**config.mk**
```make
export PLATFORM = sky130hd
export DESIGN_NAME = bcd_modcnt
export DESIGN_NICKNAME = d
export VERILOG_FILES = /design/src/rtl/bcd_modcnt.sv
export SDC_FILE = /design/constraint.sdc
export NUM_CORES = 1
export LEC_CHECK = 0
export ABC_AREA = 1
export CAP_MARGIN = 5
export CORE_UTILIZATION = 55
export CTS_BUF_LIST = sky130_fd_sc_hd__clkbuf_8
export DETAILED_ROUTE_END_ITERATION = 8
export DONT_BUFFER_PORTS = 1
export PLACE_DENSITY = 0.78
export SKIP_LAST_GASP = 1
export SLEW_MARGIN = 20
export SYNTH_ARGS = -nofsm -noshare
export SYNTH_HDL_FRONTEND = slang
export SYNTH_SLANG_ARGS = --single-unit
```
**constraint.sdc**
```tcl
create_clock -name clk -period 1.6 [get_ports clk]
set_input_delay 0.32 -clock clk [delete_from_list [all_inputs] [get_ports clk]]
set_output_delay 0.32 -clock clk [all_outputs]
set_load 0.02 [all_outputs]
```
**src/rtl/bcd_modcnt.sv**
```systemverilog
// Two-digit packed-BCD up/down modulo counter spanning MIN_VAL..MAX_VAL with
// combinational carry/borrow for cascading. Optional time-set load: BCD_MODCNT_LOAD_EN.
module bcd_modcnt #(
  parameter int MIN_VAL = 0,
  parameter int MAX_VAL = 59
) (
  input  logic       clk,
  input  logic       rst,
  input  logic       en,
  input  logic       up,
`ifdef BCD_MODCNT_LOAD_EN
  input  logic       load,
  input  logic [3:0] load_tens,
  input  logic [3:0] load_ones,
  output logic       load_err,
`endif
  output logic [3:0] ones,
  output logic [3:0] tens,
  output logic       co,
  output logic       bo,
  output logic       at_max,
  output logic       at_min
);

  if (MIN_VAL < 0 || MIN_VAL > 98 || MAX_VAL <= MIN_VAL || MAX_VAL > 99) begin : g_bad_param
    $error("bcd_modcnt: illegal MIN_VAL/MAX_VAL combination");
  end

  localparam logic [3:0] MIN_T = 4'(MIN_VAL / 10);
  localparam logic [3:0] MIN_O = 4'(MIN_VAL % 10);
  localparam logic [3:0] MAX_T = 4'(MAX_VAL / 10);
  localparam logic [3:0] MAX_O = 4'(MAX_VAL % 10);

  logic [3:0] r_tens;
  logic [3:0] r_ones;
  logic [3:0] w_tens_nxt;
  logic [3:0] w_ones_nxt;
  logic       w_at_max;
  logic       w_at_min;
  logic       w_step;

  // Wrap decisions compare both digits so ranges like 1..12 or 0..23 wrap correctly.
  assign w_at_max = (r_tens == MAX_T) && (r_ones == MAX_O);
  assign w_at_min = (r_tens == MIN_T) && (r_ones == MIN_O);

`ifdef BCD_MODCNT_LOAD_EN
  logic       r_load_err;
  logic       w_load_ok;
  logic [7:0] w_load_bcd;

  // Packed BCD with valid digits orders the same as the decimal value.
  assign w_load_bcd = {load_tens, load_ones};
  assign w_load_ok  = load && (load_tens <= 4'd9) && (load_ones <= 4'd9) &&
                      (w_load_bcd >= {MIN_T, MIN_O}) && (w_load_bcd <= {MAX_T, MAX_O});
  assign w_step     = en && !load;
  assign load_err   = r_load_err;
`else
  assign w_step     = en;
`endif

  assign co     = w_step &&  up && w_at_max;
  assign bo     = w_step && !up && w_at_min;
  assign at_max = w_at_max;
  assign at_min = w_at_min;
  assign tens   = r_tens;
  assign ones   = r_ones;

  always_comb begin
    w_tens_nxt = r_tens;
    w_ones_nxt = r_ones;
    if (w_step) begin
      if (up) begin
        if (w_at_max) begin
          w_tens_nxt = MIN_T;
          w_ones_nxt = MIN_O;
        end else if (r_ones == 4'd9) begin
          w_tens_nxt = r_tens + 4'd1;
          w_ones_nxt = 4'd0;
        end else begin
          w_ones_nxt = r_ones + 4'd1;
        end
      end else begin
        if (w_at_min) begin
          w_tens_nxt = MAX_T;
          w_ones_nxt = MAX_O;
        end else if (r_ones == 4'd0) begin
          w_tens_nxt = r_tens - 4'd1;
          w_ones_nxt = 4'd9;
        end else begin
          w_ones_nxt = r_ones - 4'd1;
        end
      end
    end
  end

  always_ff @(posedge clk) begin
    if (rst) begin
      r_tens <= MIN_T;
      r_ones <= MIN_O;
`ifdef BCD_MODCNT_LOAD_EN
      r_load_err <= 1'b0;
    end else if (load) begin
      // A rejected load keeps the count and flags the error for one cycle.
      if (w_load_ok) begin
        r_tens <= load_tens;
        r_ones <= load_ones;
      end
      r_load_err <= !w_load_ok;
    end else begin
      r_tens     <= w_tens_nxt;
      r_ones     <= w_ones_nxt;
      r_load_err <= 1'b0;
`else
    end else begin
      r_tens <= w_tens_nxt;
      r_ones <= w_ones_nxt;
`endif
    end
  end

endmodule

```
==> qor.yml, run 1 <==
dp_slack_ns: 0.1249
layout_commonest_cell: "nand2_1"
syn-num-nets: 132
layout_common_cells: "nand2_1, inv_1, buf_4"
final_area_um2: 973.4
die_h_um: 38.89
holdBufCountCts: 0
synth_seq_area_share_pct: 21.40
multiInputGateArea_um2: 575.6
slew_violations: 0
reg2regPathDepth: 9
synth_cell_types: 23
grt-ovfl-total: 0
fin_cells: 149
io_pins: 16
setup.worst_path.class: "register to primary output"
rows: 12
cts_sinks: 8
ant_nets: 0
slowest_delay_ns: 0.33
ff_latch_area_um2: 165.2
startpoint_type: "register"
clk_pin_slew_ns: 0.04
setup_ws_ns: 0.01240
grt_pass1_wl_um: 2877
cts_tree: "built"
finalHoldViolations: 0
grt_pass1_vias: 669
ctsHtreeMaxLevel: 1
synthesis.area_um2: 748.2
vias_per_cell: 5.658
syn_inst: 122
dr.pass1.iters: 4
drt-initial-drc-count: 45
initial_core_util_pct: 63.08
required_ns: 1.28
slew_headroom_pct: 78.89
cp.arrival_ns: 1.27
syn_avg_cell_area_um2: 6.133
final.period_utilization_pct: 99.22
dp_cells: 143
dr_total_vias: 843
setup_viol: 0
startpoint: "ones[1]"
dieArea_mm2: 0.001512
io_buffer_count: 0
min_period_ns: 1.588
end_kind: "primary output"
hpwl_um: 1329
diodes: 0
avgRoutedWirePerCell_um: 14.48
p_leak_nw: 0.4978
antenna_found_initial: 0
yosysWarnings: 0
area_delta_synth_final_pct: 30.10
drt_drc_violations_left: 0
hold_depth: 1
p_per_area_mw_per_mm2: 871.9
drive_gt1_share_pct: 35.56
finalClockSkew_ns: 0.004283
nets: 147
grt_usage_pct: 29.00
totalPowerFinal_mw: 0.8487
max_clock_freq_mhz: 629.9
cts-root-buf: "clkbuf_8"
core-area_mm2: 0.001186
holdCritStartpoint: "rst"
yosys_register_bits: 8
status: "completed"
r2r-start: "tens[0]"
cts_buffers: 3
worst_pin_slew_ns: 0.3163
tns_ns: 0
place.gp.congestion: 0.8758
utilization_pct: 82.07
path_cells: "inv_4 > ha_4 > nand2_2 > nor2_4 > nand2_2 > nor2_4"
fillers: 81
cap_violations: 0
grt_max_degree: 10
routed_wl_um: 2158
vdd_ir_drop_max_mv: 0.5783
hold_ws_ns: 0.1389
clk_latency_ns: 0.24
die_w_um: 38.89
crit_fanout: 4
hold_path.class: "primary input to register"
cts_max_path_buffers: 2
dpl_cell_area_um2: 822.0
rsz0062_at_grt: "yes"
critPathSlowestCell: "dfxtp_2"
==> report_power, final <==
group          internal [mW]  leakage, nW  switching [mW]  total [mW]
Clock                  0.164       0.0216          0.0880       0.252
Sequential             0.221       0.0672          0.0311       0.252
Combinational          0.125        0.409           0.220       0.345
Total                  0.510        0.498           0.339       0.849
==> worst max-delay path: cells and delay by family (launching register included) <==
family,cells,cell delay [ns]
adders and majority gates,1,0.17
buffers and inverters,1,0.08
DFF,1,0.33
and+or+nand+nor,4,0.46
==> layer usage <==
metal | up-vias | part of all wire, % | track usage (%) | wire length (µm)
met5 | - | 0 | 0 | 0
li1 | 410 | - | - | -
met2 | 47 | 49 | 48.75 | 1059
met1 | 378 | 40 | 34.60 | 870
met4 | 0 | 2.0 | 5.172 | 43
met3 | 8 | 8.6 | 11.56 | 185
==> final timing paths <==
| check | to | slack [ns] |
|---|---|---|
| max | bo | 0.01 |
| min | ones[2] | 0.14 |
| max reg2reg | tens[3] | 0.17 |
| min reg2reg | ones[1] | 0.63 |
==> cells in the mapped netlist <==
cell | number | area (µm²)
xor2_1 | 2 | 17.52
nand2_1 | 28 | 105.1
buf_6 | 1 | 11.26
a21oi_1 | 3 | 15.01
inv_1 | 19 | 71.32
dfxtp_1 | 8 | 160.2
or2_2 | 2 | 12.51
ha_1 | 6 | 75.07
o211ai_1 | 2 | 15.01
o21ai_0 | 8 | 40.04
o21ai_1 | 1 | 5.000
inv_4 | 1 | 6.260
nor2_2 | 6 | 37.54
nand3_2 | 1 | 10.01
nor2_4 | 1 | 11.26
inv_2 | 1 | 3.750
buf_2 | 1 | 5.000
nand3_1 | 11 | 55.05
nand4_1 | 2 | 12.51
nor2_1 | 13 | 48.80
nor3_1 | 1 | 5.000
nand2_2 | 3 | 18.77
a31oi_1 | 1 | 6.260
==> cell type report <==
cell class,instances,share of cell area [%]
inverters,21,8.612
clock buffers,3,4.242
well taps,14,1.799
multi-input cells,91,59.13
flip-flops and latches,8,16.97
repair buffers,12,9.254
==> cells by family (layout without fill, tap and decap cells) <==
logic type                 count (synthesis)  count (layout)  synth area share [%]
AOI/OAI and AO/OA                         15              15                 10.87
xor gates and xnor gates                   2               2                 2.342
adders and majority gates                  6               6                 10.03
buffers and inverters                     23              36                 13.04
DFF                                        8               8                 21.40
and+or+nand+nor                           68              68                 42.31
==> state kept, by name (all words and copies together), names as in the netlist <==
| name | count |
|---|---|
| ones | 4 |
| tens | 4 |
==> repair_timing <==
action                                  4_1_cts  5_1_grt
pin swaps                                     5        6
buffers inserted                              2        1
gates resized for setup                      13       12
endpoints found under the setup margin        4        4
(Power assumes the default switching activity.)
==> inputs of run 2 (changes only) <==
--- a/config.mk
+++ b/config.mk
@@ -13,7 +13,6 @@
 export DONT_BUFFER_PORTS = 1
 export PLACE_DENSITY = 0.78
 export SKIP_LAST_GASP = 1
-export SLEW_MARGIN = 20
 export SYNTH_ARGS = -nofsm -noshare
 export SYNTH_HDL_FRONTEND = slang
 export SYNTH_SLANG_ARGS = --single-unit
==> results of run 2 <==
No change in the layout: final DEF, timing and power equal those of run 1.
